File: src/rtl/if_fetch_reader_if.sv
// rtl/if_fetch_reader_if.sv - memory read bus and IF/ID slot bundle for if_fetch_reader
//
// Purpose: groups the instruction-memory request/acknowledge bus and the
// decode-side slot handshake of the fetch reader.
// Signals:
//   mem_req_o    read request to instruction memory (fetch side drives)
//   mem_addr_o   read address (fetch side drives)
//   mem_ack_i    memory acknowledge; mem_rdata_i valid in the same cycle
//   mem_rdata_i  instruction word from memory
//   id_valid_o   slot holds an instruction for decode (fetch side drives)
//   id_ready_i   decode accepts the slot this cycle
//   id_instr_o   instruction word in the slot
//   id_pc_o      address of id_instr_o
//   id_exc_o     fetch address exception flag
// Modports: master = fetch reader, slave = memory + decode environment.
interface if_fetch_reader_if;
  logic        mem_req_o;
  logic [31:0] mem_addr_o;
  logic        mem_ack_i;
  logic [31:0] mem_rdata_i;
  logic        id_valid_o;
  logic        id_ready_i;
  logic [31:0] id_instr_o;
  logic [31:0] id_pc_o;
  logic        id_exc_o;

  modport master (
    output mem_req_o, mem_addr_o,
    input  mem_ack_i, mem_rdata_i,
    output id_valid_o, id_instr_o, id_pc_o, id_exc_o,
    input  id_ready_i
  );

  modport slave (
    input  mem_req_o, mem_addr_o,
    output mem_ack_i, mem_rdata_i,
    input  id_valid_o, id_instr_o, id_pc_o, id_exc_o,
    output id_ready_i
  );
endinterface

File: src/rtl/if_fetch_reader.sv
// rtl/if_fetch_reader.sv - instruction-fetch reader between PC and the IF/ID slot
//
// Purpose: issues one request/acknowledge read per fetch address against
// variable-latency instruction memory, holds the returned word in a
// single-entry slot for decode, and generates the PC write enable.
// Ports:
//   clk      clock, all state updates on posedge
//   rst      synchronous active-high reset
//   pc_i     current PC (fetch address)
//   pc_we_o  PC write enable (combinational): fetch issued or redirect
//   flush_i  redirect: kills the slot and any in-flight fetch
//   bus      if_fetch_reader_if.master: memory bus + decode slot
// Configuration macro: FETCH_ADDR_CHECK_EN
//   defined   - out-of-range or misaligned fetch addresses are not sent to
//               memory; a nop with id_exc_o=1 is placed in the slot instead
//   undefined - every address goes to memory, id_exc_o stays 0
module if_fetch_reader #(
  parameter logic [31:0] ADDR_LO = 32'h0000_3000,
  parameter logic [31:0] ADDR_HI = 32'h0000_6FFF
) (
  input  logic                clk,
  input  logic                rst,
  input  logic [31:0]         pc_i,
  output logic                pc_we_o,
  input  logic                flush_i,
  if_fetch_reader_if.master   bus
);

`ifdef FETCH_ADDR_CHECK_EN
  localparam bit CHECK_EN = 1'b1;
`else
  localparam bit CHECK_EN = 1'b0;
`endif

  typedef enum logic [1:0] {
    IDLE = 2'd0,
    WAIT = 2'd1,
    DROP = 2'd2
  } state_t;

  state_t      state_q, state_d;
  logic        mem_req_q, mem_req_d;
  logic [31:0] mem_addr_q, mem_addr_d;
  logic        id_valid_q, id_valid_d;
  logic [31:0] id_instr_q, id_instr_d;
  logic [31:0] id_pc_q, id_pc_d;
  logic        id_exc_q, id_exc_d;

  logic slot_free;
  logic issue;
  logic addr_bad;

  assign slot_free = !id_valid_q || bus.id_ready_i;
  assign issue     = (state_q == IDLE) && slot_free && !flush_i && !rst;
  assign pc_we_o   = issue || (flush_i && !rst);

  // Folds to 0 when the check is compiled out.
  assign addr_bad = CHECK_EN &&
                    ((pc_i < ADDR_LO) || (pc_i > ADDR_HI) || (pc_i[1:0] != 2'b00));

  always_comb begin
    state_d    = state_q;
    mem_req_d  = mem_req_q;
    mem_addr_d = mem_addr_q;
    id_valid_d = id_valid_q;
    id_instr_d = id_instr_q;
    id_pc_d    = id_pc_q;
    id_exc_d   = id_exc_q;

    // Consumption first; a load in the same cycle overrides it below.
    if (id_valid_q && bus.id_ready_i) begin
      id_valid_d = 1'b0;
    end

    case (state_q)
      IDLE: begin
        if (issue) begin
          if (addr_bad) begin
            // Bad address never reaches memory; decode sees a faulting nop.
            id_valid_d = 1'b1;
            id_instr_d = 32'h0;
            id_pc_d    = pc_i;
            id_exc_d   = 1'b1;
          end else begin
            mem_addr_d = pc_i;
            mem_req_d  = 1'b1;
            state_d    = WAIT;
          end
        end
      end
      WAIT: begin
        if (bus.mem_ack_i) begin
          mem_req_d = 1'b0;
          state_d   = IDLE;
          if (!flush_i) begin
            id_valid_d = 1'b1;
            id_instr_d = bus.mem_rdata_i;
            id_pc_d    = mem_addr_q;
            id_exc_d   = 1'b0;
          end
        end else if (flush_i) begin
          // Request must stay up until memory answers; its data is dropped.
          state_d = DROP;
        end
      end
      DROP: begin
        if (bus.mem_ack_i) begin
          mem_req_d = 1'b0;
          state_d   = IDLE;
        end
      end
      default: begin
        mem_req_d = 1'b0;
        state_d   = IDLE;
      end
    endcase

    if (flush_i) begin
      id_valid_d = 1'b0;
    end
  end

  always_ff @(posedge clk) begin
    if (rst) begin
      state_q    <= IDLE;
      mem_req_q  <= 1'b0;
      mem_addr_q <= 32'h0;
      id_valid_q <= 1'b0;
      id_instr_q <= 32'h0;
      id_pc_q    <= 32'h0;
      id_exc_q   <= 1'b0;
    end else begin
      state_q    <= state_d;
      mem_req_q  <= mem_req_d;
      mem_addr_q <= mem_addr_d;
      id_valid_q <= id_valid_d;
      id_instr_q <= id_instr_d;
      id_pc_q    <= id_pc_d;
      id_exc_q   <= id_exc_d;
    end
  end

  assign bus.mem_req_o  = mem_req_q;
  assign bus.mem_addr_o = mem_addr_q;
  assign bus.id_valid_o = id_valid_q;
  assign bus.id_instr_o = id_instr_q;
  assign bus.id_pc_o    = id_pc_q;
  assign bus.id_exc_o   = id_exc_q;

endmodule

File: src/flat_wrapper.sv
// flat-port wrapper written by rule: the top's interface ports become plain ports
module if_fetch_reader_flat 
#(
  parameter logic [31:0] ADDR_LO = 32'h0000_3000,
  parameter logic [31:0] ADDR_HI = 32'h0000_6FFF
)
  (clk, rst, pc_i, pc_we_o, flush_i, bus_mem_req_o, bus_mem_addr_o, bus_mem_ack_i, bus_mem_rdata_i, bus_id_valid_o, bus_id_instr_o, bus_id_pc_o, bus_id_exc_o, bus_id_ready_i);
  if_fetch_reader_if bus_i ();
  input  logic clk;
  input  logic rst;
  input  logic [31:0] pc_i;
  output logic pc_we_o;
  input  logic flush_i;
  output wire logic [$bits(bus_i.mem_req_o)-1:0] bus_mem_req_o;
  output wire logic [$bits(bus_i.mem_addr_o)-1:0] bus_mem_addr_o;
  input wire logic [$bits(bus_i.mem_ack_i)-1:0] bus_mem_ack_i;
  input wire logic [$bits(bus_i.mem_rdata_i)-1:0] bus_mem_rdata_i;
  output wire logic [$bits(bus_i.id_valid_o)-1:0] bus_id_valid_o;
  output wire logic [$bits(bus_i.id_instr_o)-1:0] bus_id_instr_o;
  output wire logic [$bits(bus_i.id_pc_o)-1:0] bus_id_pc_o;
  output wire logic [$bits(bus_i.id_exc_o)-1:0] bus_id_exc_o;
  input wire logic [$bits(bus_i.id_ready_i)-1:0] bus_id_ready_i;
  assign bus_mem_req_o = bus_i.mem_req_o;
  assign bus_mem_addr_o = bus_i.mem_addr_o;
  assign bus_i.mem_ack_i = bus_mem_ack_i;
  assign bus_i.mem_rdata_i = bus_mem_rdata_i;
  assign bus_id_valid_o = bus_i.id_valid_o;
  assign bus_id_instr_o = bus_i.id_instr_o;
  assign bus_id_pc_o = bus_i.id_pc_o;
  assign bus_id_exc_o = bus_i.id_exc_o;
  assign bus_i.id_ready_i = bus_id_ready_i;
  if_fetch_reader #(.ADDR_LO(ADDR_LO), .ADDR_HI(ADDR_HI)) u_core (.clk(clk), .rst(rst), .pc_i(pc_i), .pc_we_o(pc_we_o), .flush_i(flush_i), .bus(bus_i));
endmodule
File: config.mk
export PLATFORM = sky130hd
export DESIGN_NAME = if_fetch_reader_flat
export DESIGN_NICKNAME = d
export VERILOG_FILES = /design/src/rtl/if_fetch_reader_if.sv /design/src/rtl/if_fetch_reader.sv /design/src/flat_wrapper.sv
export SDC_FILE = /design/constraint.sdc
export NUM_CORES = 1
export LEC_CHECK = 0
export BUFFER_PORTS_ARGS = -buffer_cell sky130_fd_sc_hd__buf_2
export CAP_MARGIN = 20
export CORE_UTILIZATION = 46
export CTS_CLUSTER_DIAMETER = 80
export DETAILED_ROUTE_END_ITERATION = 10
export GPL_TIMING_DRIVEN = 0
export PLACE_DENSITY = 0.78
export REMOVE_ABC_BUFFERS = 1
export SYNTH_ARGS = -nofsm -noshare
export SYNTH_HDL_FRONTEND = slang
export SYNTH_SLANG_ARGS = --single-unit
File: constraint.sdc
create_clock -name clk -period 1.77 [get_ports clk]
set_clock_uncertainty 0.05 [all_clocks]
set_input_delay 0.177 -clock clk [delete_from_list [all_inputs] [get_ports clk]]
set_output_delay 0.177 -clock clk [all_outputs]
set_load 0.02 [all_outputs]
==> results.cfg <==
[outcome]
status = finished, final reports clean

[power_and_ir_drop]
ir_drop_uv = 501
powerDensity_nw_per_um2 = 893
power_mw = 4.52
p_leak_nw = 2.23

[clock_tree]
cts_buffers = 9
cts_tree = yes
cts-root-buf = clkbuf_8
htree_levels = 3
clock_latency_ps = 340
cts_sinks = 100
clk_pin_slew_ps = 90
cts_buffer_depth = 2

[synthesis]
syn-cell-area_um2 = 3510
synth_top_family_by_area = simple AND/OR/NAND/NOR gates
synth_mux_area_frac = 0
synthTopCellsByArea = dfxtp_1 57%, nand2_1 21%, a21oi_1 14%
synth_area_leader_cell = dfxtp_1
ys_seq_elements = 100
synth_xor_area_frac = 0
syn_avg_cell_area_um2 = 7.82
synthSimpleGateAreaFrac = 0.225
synth_compound_area_frac = 0.153
synth_top_area_share = 0.570
synth_fa_ha_area_frac = 0.0107
ys_seq_area_frac = 0.570
synth_async_sr_flop_share = 0
synthFlopType = dfxtp_1
ys_types = 22
yosys_warnings = 0
synth_cells = 449
synth_edf_count = 0

[route]
drt-initial-drc-count = 99
drtPass1Iterations = 4
drcViolationCount = 0
drtAntennaViolNets = 0
vias = 3587
wire_per_inst_um = 12.9
route.final.wire_length_um = 9600
vias_per_cell = 4.83

[layout]
diodes = 0
register_area_um2 = 2000
fillers = 587
syn_to_final_growth_pct = 44.1
multiInputGateArea_um2 = 1420
fin_nets = 711
fin_util = 0.690
instances_no_fill = 743
layout-drive-gt1-share = 0.309

[critical_path]
rrSetupSlack_ps = 70
start_kind = flip-flop
end_kind = flip-flop
crit_arrival_ps = 1930
criticalPathCategory = reg2reg
r2r-start = u_core.state_q[1]
cp_max_fo = 4
cp_data_required_time_ps = 2000
critical_path.startpoint = u_core.state_q[1]

[min_path]
hold_path_class = in2reg
min-delay-start = bus_mem_rdata_i[22]

[timing]
slew_viol_final = 0
setup_viol = 0
layout_worst_path_cycle_share = 0.962
rsz0062_at_grt = no
worst_slack_ps = 66.7
fin_crit_ps = 1700
max_freq_mhz = 587
holdWs_ps = 19.3
hold_violations = 0

[floorplan]
die_w_um = 89.4
die_h_um = 89.4
rows = 31
io_pins = 169
start_util = 0.479
die_area_um2 = 7990
core-area_um2 = 7330

[grt]
grt_max_degree = 58
grt.total_usage = 0.232
grt_pass1_wl_um = 14300
grt_overflow = 0
antenna_found_initial = 0
grt_pass1_vias = 3239

[placement]
place_ws_ps = -547
dp_hpwl_um = 6100
dp.cells = 688
gp_congestion = 0.808
portBuffers = 167

[run]
cap_violations = 0
## cells in the final DEF, fill, tap and decap left out, drive strengths merged, types with 2 or more instances in the layout
cell / instances
nand2: 193
buf: 175
dfxtp: 100
a21oi: 99
dlygate4sd3: 34
clkbuf: 11
nor2: 6
clkinv: 4
inv: 3
ha: 3
nand2b: 2
a21boi: 2
o21ai: 2
or2: 2
## layer usage
metal  track usage  share of wire  vias to the layer above
li1              -              -                     1820
met1         0.249           0.41                     1620
met2         0.432           0.50                      139
met3        0.0609          0.079                        8
met4        0.0924         0.0082                        0
met5             0              0                        -
## path summary, 6_finish.rpt
check                                                  to  cells after the start
worst max-delay path                    u_core.state_q[1]                      6
worst min-delay path            u_core.bus.id_instr_o[22]                      3
worst max register to register          u_core.state_q[1]                      6
worst min register to register   u_core.bus.id_instr_o[9]                      2
## cell type report
class	count	share of cell area
clock buffers	11	0.0279
clock inverters	5	0.0121
inverters	3	0.00222
multi-input cells	316	0.280
flip-flops and latches	100	0.396
well taps	99	0.0245
repair buffers	209	0.258
## registers in the layout, summed over array words and instances, names as in the netlist
register	count
u_core.bus.id_instr_o	32
u_core.bus.id_pc_o	32
u_core.bus.id_valid_o	1
u_core.bus.mem_addr_o	32
u_core.bus.mem_req_o	1
u_core.state_q	2
## worst max-delay path: stages, from the launching register on
cell and delay (ps):
dfxtp_1 380, inv_1 80, ha_1 220, nand2b_1 120
a21oi_2 100, or4b_1 500, a21oi_1 180
## kinds of logic after synthesis
kind of cell             Yosys count
AO/OA/AOI/OAI                    105
adder cells (fa/ha/maj)            3
buffers and inverters             35
flip-flops                       100
other                              1
AND/OR/NAND/NOR                  205
## stage by stage
stage	area, um2	TNS [ps]
2_1_floorplan	3380	-26090
3_3_place_gp	4340	-126600
3_5_place_dp	4450	-20380
4_1_cts	5030	0
5_1_grt	5060	0
6_report	5060	0
## report_power, final
group / leakage, nW / internal (mW) / total (mW) / switching [mW]
combinational: 1.32 / 0.275 / 0.677 / 0.402
sequential: 0.810 / 2.33 / 2.38 / 0.0492
clock: 0.103 / 0.699 / 1.46 / 0.760
## timing repair
item / 4_1_cts / 5_1_grt
hold endpoints to repair: 34 / 0
cloned: 2 / 0
pin swaps: 2 / 1
setup buffers: 1 / 2
hold buffers: 34 / 0
gates resized for setup: 4 / 4
setup endpoints to repair: 77 / 40
## cell usage after synthesis (all sizes together) (2+ instances only)
library cell,count
buf,11
a21boi,2
a21oi,99
nand2b,2
nor2,5
inv,3
nand2,193
clkbuf,21
ha,3
dfxtp,100
o21ai,2
Power figures use the tool's default switching activity.
